[src/rtl/noc_outport_alloc_if.sv]
// Request/grant bundle between input controllers and one output allocator.
// The slave side is the allocator; the master side is the requester side.
interface noc_outport_alloc_if #(
  parameter int PORT_N = 5,
  parameter int PORT_W = 3,
  parameter int TYPE_W = 3
);
  logic [PORT_N-1:0]        req;
  logic [PORT_N*TYPE_W-1:0] in_type;
  logic                     out_fire;
  logic [PORT_N-1:0]        grt;
  logic [PORT_W-1:0]        grt_idx;
  logic                     lck;
  logic                     err;

  modport master (
    output req, in_type, out_fire,
    input  grt, grt_idx, lck, err
  );

  modport slave (
    input  req, in_type, out_fire,
    output grt, grt_idx, lck, err
  );
endinterface

[src/rtl/noc_outport_alloc.sv]
// Per-output-port wormhole switch allocator: round-robin grant,
// held from HEAD until the TAIL/HEADTAIL flit leaves the port.
module noc_outport_alloc #(
  parameter int PORT_N = 5,
  parameter int PORT_W = 3,
  parameter int TYPE_W = 3
) (
  input logic              clk,
  input logic              rst,
  noc_outport_alloc_if.slave bus
);
  localparam logic [TYPE_W-1:0] T_HEAD = TYPE_W'(1);
  localparam logic [TYPE_W-1:0] T_TAIL = TYPE_W'(2);
  localparam logic [TYPE_W-1:0] T_HT   = TYPE_W'(3);
  localparam logic [PORT_W:0]   NUM    = (PORT_W+1)'(PORT_N);
  localparam logic [PORT_W-1:0] LAST   = PORT_W'(PORT_N-1);

  typedef enum logic {IDLE, LOCKED} state_t;

  state_t              state_q, state_d;
  logic [PORT_N-1:0]   grt_q, grt_d;
  logic [PORT_W-1:0]   idx_q, idx_d;
  logic [PORT_W-1:0]   ptr_q, ptr_d;
  logic                err_q, err_d;

  logic [TYPE_W-1:0]   typ [PORT_N];
  logic [PORT_N-1:0]   elig;
  logic [PORT_N-1:0]   bad;
  logic [PORT_W-1:0]   sel;
  logic [PORT_W:0]     cand;
  logic                found;
  logic [TYPE_W-1:0]   cur_type;
  logic                tail_fire;

  for (genvar i = 0; i < PORT_N; i++) begin : g_in
    logic is_head;
    assign typ[i]  = bus.in_type[i*TYPE_W +: TYPE_W];
    assign is_head = (typ[i] == T_HEAD) | (typ[i] == T_HT);
    assign elig[i] = bus.req[i] & is_head;
    assign bad[i]  = bus.req[i] & ~is_head;
  end

  // Scan ptr, ptr+1, ... with modulo-PORT_N wrap (non power of two).
  always_comb begin
    sel   = '0;
    found = 1'b0;
    cand  = '0;
    for (int k = 0; k < PORT_N; k++) begin
      cand = {1'b0, ptr_q} + (PORT_W+1)'(k);
      if (cand >= NUM) cand = cand - NUM;
      if (!found && elig[cand[PORT_W-1:0]]) begin
        found = 1'b1;
        sel   = cand[PORT_W-1:0];
      end
    end
  end

  assign cur_type  = typ[idx_q];
  assign tail_fire = bus.out_fire &
                     ((cur_type == T_TAIL) | (cur_type == T_HT));

  always_comb begin
    state_d = state_q;
    grt_d   = grt_q;
    idx_d   = idx_q;
    ptr_d   = ptr_q;
    err_d   = 1'b0;
    unique case (state_q)
      IDLE: begin
        err_d = bus.out_fire | (|bad);
        grt_d = '0;
        idx_d = '0;
        if (found) begin
          state_d = LOCKED;
          grt_d   = PORT_N'(1) << sel;
          idx_d   = sel;
        end
      end
      LOCKED: begin
        if (tail_fire) begin
          state_d = IDLE;
          grt_d   = '0;
          idx_d   = '0;
          ptr_d   = (idx_q == LAST) ? '0 : idx_q + 1'b1;
        end
      end
      default: ;
    endcase
  end

  always_ff @(posedge clk) begin
    if (rst) begin
      state_q <= IDLE;
      grt_q   <= '0;
      idx_q   <= '0;
      ptr_q   <= '0;
      err_q   <= 1'b0;
    end else begin
      state_q <= state_d;
      grt_q   <= grt_d;
      idx_q   <= idx_d;
      ptr_q   <= ptr_d;
      err_q   <= err_d;
    end
  end

  assign bus.grt     = grt_q;
  assign bus.grt_idx = idx_q;
  assign bus.lck     = (state_q == LOCKED);
  assign bus.err     = err_q;
endmodule

[src/flat_wrapper.sv]
// flat-port wrapper written by rule: the top's interface ports become plain ports
module noc_outport_alloc_flat 
#(
  parameter int PORT_N = 5,
  parameter int PORT_W = 3,
  parameter int TYPE_W = 3
)
  (clk, rst, bus_req, bus_in_type, bus_out_fire, bus_grt, bus_grt_idx, bus_lck, bus_err);
  noc_outport_alloc_if #(.PORT_N(PORT_N), .PORT_W(PORT_W), .TYPE_W(TYPE_W)) bus_i ();
  input logic clk;
  input logic rst;
  input wire logic [$bits(bus_i.req)-1:0] bus_req;
  input wire logic [$bits(bus_i.in_type)-1:0] bus_in_type;
  input wire logic [$bits(bus_i.out_fire)-1:0] bus_out_fire;
  output wire logic [$bits(bus_i.grt)-1:0] bus_grt;
  output wire logic [$bits(bus_i.grt_idx)-1:0] bus_grt_idx;
  output wire logic [$bits(bus_i.lck)-1:0] bus_lck;
  output wire logic [$bits(bus_i.err)-1:0] bus_err;
  assign bus_i.req = bus_req;
  assign bus_i.in_type = bus_in_type;
  assign bus_i.out_fire = bus_out_fire;
  assign bus_grt = bus_i.grt;
  assign bus_grt_idx = bus_i.grt_idx;
  assign bus_lck = bus_i.lck;
  assign bus_err = bus_i.err;
  noc_outport_alloc #(.PORT_N(PORT_N), .PORT_W(PORT_W), .TYPE_W(TYPE_W)) u_core (.clk(clk), .rst(rst), .bus(bus_i));
endmodule
[config.mk]
export PLATFORM = sky130hd
export DESIGN_NAME = noc_outport_alloc_flat
export DESIGN_NICKNAME = d
export VERILOG_FILES = /design/src/rtl/noc_outport_alloc_if.sv /design/src/rtl/noc_outport_alloc.sv /design/src/flat_wrapper.sv
export SDC_FILE = /design/constraint.sdc
export NUM_CORES = 1
export LEC_CHECK = 0
export CELL_PAD_IN_SITES_DETAIL_PLACEMENT = 2
export CELL_PAD_IN_SITES_GLOBAL_PLACEMENT = 2
export CORE_MARGIN = 10
export CORE_UTILIZATION = 30
export CTS_CLUSTER_DIAMETER = 50
export DETAILED_ROUTE_END_ITERATION = 10
export PLACE_DENSITY_LB_ADDON = 0.1
export SETUP_SLACK_MARGIN = 0.2
export SLEW_MARGIN = 20
export SYNTH_ARGS = -nofsm -noshare
export SYNTH_HDL_FRONTEND = slang
export SYNTH_SLANG_ARGS = --single-unit
[constraint.sdc]
create_clock -name clk -period 4.8 [get_ports clk]
set_input_delay 0.96 -clock clk [delete_from_list [all_inputs] [get_ports clk]]
set_output_delay 0.96 -clock clk [all_outputs]
set_load 0.03 [all_outputs]
* Word level (Yosys, flattened, before mapping)
Index checks and enable logic that the tools add are counted.
** Storage, ports and cells
- RAM bits :: 0
- Latch bits :: 0
- Input bits :: 23
- Memories kept :: 0
- Memory bits (read-only) :: 0
- Bits in registers :: 13
- Output and inout bits :: 10
** Cells by class
- Multipliers :: 0
- Div/mod/pow operators :: 0
- Reduce and logical (&&, ||, !) cells :: 11
- Add/sub/neg operators :: 10
- Magnitude comparators :: 11
- Shift-type cells :: 1
- Equal/unequal tests :: 14
- Bitwise logic cells :: 25
- Muxes and demuxes :: 38
** Operator list (number)
- 2-to-1 mux 3 bit :: 15
- equality test 3 x 2 -> 1 bit (second input constant) :: 7
- < comparator 3 x 4 -> 1 bit (second input constant) :: 5
- greater-or-equal comparator 4 x 3 -> 1 bit (second input constant) :: 4
- binary-select mux 1 bit (select 3 bit) :: 5
- equality test 3 x 1 -> 1 bit (second input constant) :: 5
- subtractor 3 bit (second input constant) :: 5
- 2-to-1 mux 1 bit :: 12
- bitwise AND 1 bit :: 11
- 2-to-1 mux 5 bit :: 2
- one-hot mux 5 bit (2 select lines) :: 1
- binary-select mux 3 bit (select 3 bit) :: 1
- adder 3 x 2 -> 4 bit (second input constant) :: 2
- bitwise OR 1 bit :: 7
- NOT 1 bit :: 6
- one-hot mux 3 bit (2 select lines) :: 1
- OR reduction 5 bit :: 1
- left shift 1 x 3 -> 5 bit (first input constant) :: 1
- adder 3 x 1 -> 4 bit (second input constant) :: 1
- adder 3 x 3 -> 4 bit (second input constant) :: 1
- greater-or-equal comparator 4 bit (second input constant) :: 1
- logical AND 1 bit :: 4
- logical NOT 1 bit :: 4
- NOT 3 -> 4 bit :: 1
- other kinds (7) :: 7

* Logic depth before layout (Yosys ltp)
- Depth after elaboration :: 21
- Mapped depth :: 15
- Depth with buffers taken out :: 13

* Worst setup path before layout
No wires, ideal clock.
- Path type :: register -> register
- Start point :: register u_core.ptr_q[1]
- End point :: register u_core.grt_q[3] (netlist: u_core.bus.grt[3])
- Path buffers :: 1
- Required time :: 4683 ps
- Stages on the path, launching flop included :: 13
- Setup time :: 117 ps
- Data arrival time :: 3388 ps
- Slack :: 1295 ps
- Path through :: dfxtp_1 -> clkbuf_1 -> inv_1 -> ha_1 -> ha_1 -> or2_1 -> o2111ai_1 -> mux2i_1 -> a211oi_2 -> or3b_1 -> a311o_1 -> o22a_2 -> a32o_1
** On the way
- Cells in the longest elaborated chain, start to end :: 20
** Ends and longest elaborated chain
- start, declared :: RTL line noc_outport_alloc.sv:23 : logic [PORT_W-1:0] ptr_q, ptr_d;
- start signal, assigned :: RTL line noc_outport_alloc.sv:102 : ptr_q <= ptr_d;
- parallel branches: the longest is 18 deep, another holds adder 3 x 1 -> 4 bit
- 2-to-1 mux 5 bit (*) :: RTL line noc_outport_alloc.sv:73 : if (found) begin
- one-hot mux 5 bit (2 select lines) (*) :: RTL line noc_outport_alloc.sv:68 : unique case (state_q)
- end signal, assigned :: RTL line noc_outport_alloc.sv:100 : grt_q <= grt_d;
- end, declared :: RTL line noc_outport_alloc.sv:21 : logic [PORT_N-1:0] grt_q, grt_d;
Every way passes the cells marked *. The select of a mux whose other input is x is not followed.
A chain may end at the register's enable or synchronous reset.

* Worst setup path after layout
- Start point :: register u_core.ptr_q[2]
- End point :: register u_core.grt_q[2] (netlist: u_core.bus.grt[2])
The elaborated chain is that of the path after synthesis.

==> impl_metrics.csv <==
group,metric,value,unit
clock_network,path_clk_slew,0.05,ns
clock_network,cts-root-buf,"clkbuf_8",
synthesis,yosysUniqueCellTypes,68,
detailed_routing,routed_wirelength,6310,µm
clock_network,cts_setup_buffers,0,
hold_path,hold_path.startpoint,"u_core.bus.grt[1]",
grt,grtUsageTotal,12.9,%
synthesis,synth_largest_area_cell,"dfxtp_1",
critical_path,worst-path-max-fanout,13,
place,gp_congestion,0.811,
critical_path,start_kind,"flop",
synthesis,async_flop_share,0,%
finish,num-nets-final,302,
die,die_w,97.5,µm
power,leakagePower,0.000901,µW
power,intPower,416,µW
critical_path,crit_slowest_cell,"dfxtp_1",
clock_network,htree_levels,1,
die,start_util,30.6,%
sta,finalClockSkew,0.00148,ns
sta,post-route-period-util,78.6,%
synthesis,yosysTopAreaCellShare,14.5,%
power,p_sw_share,47.0,%
sta,fin_crit,3.77,ns
sta,slew_violations,0,
detailed_routing,top_layer,"met4",
power,power_density,357,nW/µm²
detailed_routing,routedWlPerCell,18.5,µm
finish,final_area,2200,µm²
finish,fill_cells,719,
synthesis,yosysSeqAreaShare,14.5,%
finish,area_delta_synth_final,22.0,%
place,placed_area,2150,µm²
sta,whs,0.456,ns
grt,grt_antenna_before_repair,0,
synthesis,synth_nets,273,
grt,grt_pass1_vias,2028,
clock_network,cts_tree,"built",
clock_network,clock_latency,0.24,ns
sta,fmax,265,MHz
grt,grt_max_degree,29,
die,core_area,5890,µm²
critical_path,worstReg2RegStart,"u_core.ptr_q[2]",
detailed_routing,via_per_inst,5.52,
detailed_routing,antenna_left,0,
sta,hold_violations,0,
synthesis,syn_inst,239,
synthesis,ys_top_cells_by_area,"dfxtp_1 14%, ha_1 6.9%, mux2i_1 6.7%",
power,seqPwrFrac,22.1,%
synthesis,synth_warnings,0,
detailed_routing,first_iter_violations,46,
power,power_switching,369,µW
power,power.clock.fraction,12.5,%
sta,tightestPinTransition,0.560,ns
finish,drive_gt1_share,8.99,%
place,port_buffers,32,
synthesis,synth-edff-count,0,
die,ios,33,
detailed_routing,drc_errors,0,
detailed_routing,met2_length,3080,µm
finish,n_antenna_cell,0,
die,die_h,97.5,µm
synthesis,netlist_area,1800,µm²
clock_network,numCtsBuffers,3,
flow_run,drv_cap,0,
critical_path,path_class,"reg2reg",
sta,rsz0062_at_grt,"no",
clock_network,postCtsHoldBufs,0,
power,combPwrFrac,65.4,%
die,die_area,9500,µm²
finish,seqCellArea,260,µm²
critical_path,crit_path_cell_trace,"inv_1 > ha_1 > or2_1 > o2111ai_1 > mux2i_1 > a211oi_2 > or4b_4 > mux2i_1 > o22ai_1 > nor3_1 > a22o_1",
place,dp_hpwl,5140,µm
clock_network,post_cts_resized,0,
finish,multi_input_area,1390,µm²
clock_network,cts.sinks,13,
critical_path,path_delay_family,"compound AO/OA/AOI/OAI gates",
critical_path,max_stage_delay,0.66,ns
sta,final-setup-viol-count,0,
synthesis,synthFlopType,"dfxtp_1",
critical_path,critPathBufInv,1,
sta,fin_setup_tns,0,ns
grt,grt-ovfl-total,0,
detailed_routing,met1_length,3020,µm
grt,grt_pass1_wl,10500,µm
critical_path,end_kind,"flop",
detailed_routing,dr.pass1.iters,5,
critical_path,crit_start,"u_core.ptr_q[2]",
power,ir_drop,257,µV
detailed_routing,via_count,1888,
critical_path,crit_path_frequent_cell,"mux2i_1",
hold_path,hp-class,"reg2reg",
detailed_routing,met3WireLength,170,µm
critical_path,required,4.94,ns
sta,relSlewSlack,62.6,%
synthesis,synth.avg_cell_area,7.53,µm²
critical_path,r2r_slack,1.03,ns
synthesis,synth-seq-cells,13,
clock_network,cts_buffer_depth,2,
outcome,status,"complete, no violations",
critical_path,arrival,3.91,ns
die,rows,28,
==> routing by layer <==
layer  up-vias  global-route usage (%)
met1       924                    16.5
met5         -                       0
met4         0                    2.35
li1        935                       -
met2        24                    22.3
met3         5                    2.06
==> cells in the mapped netlist, types with 3 or more instances <==
cell      count
a22o_1        3
nand2b_1      8
buf_6         3
o21bai_1      4
nor2b_1       5
nand2_1      16
nor3_1        9
a211oi_1      4
nand3_1       5
inv_1        18
xnor2_1       4
a21oi_1      11
o22ai_1       4
o21ai_1       3
a21o_1        3
nand3b_1      5
clkbuf_1      4
mux2i_1      12
o21ai_0      11
nor2_1       26
ha_1         10
dfxtp_1      13
==> registers in the layout (all words and copies together), names as in the netlist <==
register,count
u_core.ptr_q,3
u_core.bus.grt,5
u_core.bus.lck,1
u_core.bus.err,1
u_core.bus.grt_idx,3
==> through the flow <==
step	std cells	total power, µW	setup slack [ns]	utilization, %
6_report	342	785	1.03	37.3
5_1_grt	342	856	0.741	37.3
4_1_cts	342	797	1.02	37.3
3_5_place_dp	338	693	0.901	36.6
3_3_place_gp	338	686	0.909	36.6
2_1_floorplan	239	537	1.29	-
==> power by group through the flow <==
| stage | Combinational [µW] | Sequential [µW] | Clock (µW) |
|---|---|---|---|
| after floorplan | 326 | 210 | 0 |
| after global placement | 509 | 176 | 0 |
| after detailed placement | 517 | 176 | 0 |
| after CTS | 522 | 175 | 100 |
| after global routing | 571 | 180 | 105 |
| final | 514 | 174 | 98.2 |
==> worst reg2reg max path, cell delays in order (launching register included) <==
cell,delay [ns]
dfxtp_1,0.66
inv_1,0.24
ha_1,0.47
or2_1,0.31
o2111ai_1,0.27
mux2i_1,0.13
a211oi_2,0.24
or4b_4,0.52
mux2i_1,0.16
o22ai_1,0.35
nor3_1,0.11
a22o_1,0.21
==> kinds of logic (layout without fill, tap and decap cells) <==
family,Yosys count,in the layout,synth area share (%)
compound gates,73,73,30.4
xor+xnor,4,4,1.95
fa+ha+maj,11,11,8.06
buf+inv,29,57,8.27
flops,13,13,14.5
mux,14,14,8.55
simple gates,95,95,28.3
==> cell type report <==
| type | instances | share of cell area, % |
|---|---|---|
| multi-input cells | 197 | 63.3 |
| inverters | 19 | 3.25 |
| well taps | 75 | 4.27 |
| flip-flops and latches | 13 | 11.8 |
| clock buffers | 4 | 2.05 |
| repair buffers | 34 | 15.3 |
==> worst paths after layout <==
path              depth (start not counted)           endpoint
hold reg to reg                           2  u_core.bus.grt[1]
setup reg to reg                         11  u_core.bus.grt[2]
setup / recovery                         11  u_core.bus.grt[2]
hold / removal                            2  u_core.bus.grt[1]
==> layout by cell type, fill, tap and decap left out, types with 3 or more instances in the layout <==
| master | count |
|---|---|
| ha_1 | 10 |
| o22ai_1 | 4 |
| nor2_1 | 26 |
| o21bai_1 | 4 |
| a22o_1 | 3 |
| dfxtp_1 | 13 |
| a211oi_1 | 4 |
| o21ai_1 | 3 |
| clkdlybuf4s50_1 | 32 |
| nand3b_1 | 5 |
| xnor2_1 | 4 |
| o21ai_0 | 11 |
| clkbuf_8 | 3 |
| nor3_1 | 9 |
| nand3_1 | 5 |
| mux2i_1 | 12 |
| nand2_1 | 16 |
| nand2b_1 | 8 |
| a21o_1 | 3 |
| a21oi_1 | 11 |
| inv_1 | 18 |
| nor2b_1 | 5 |
Power figures use the tool's default switching activity.
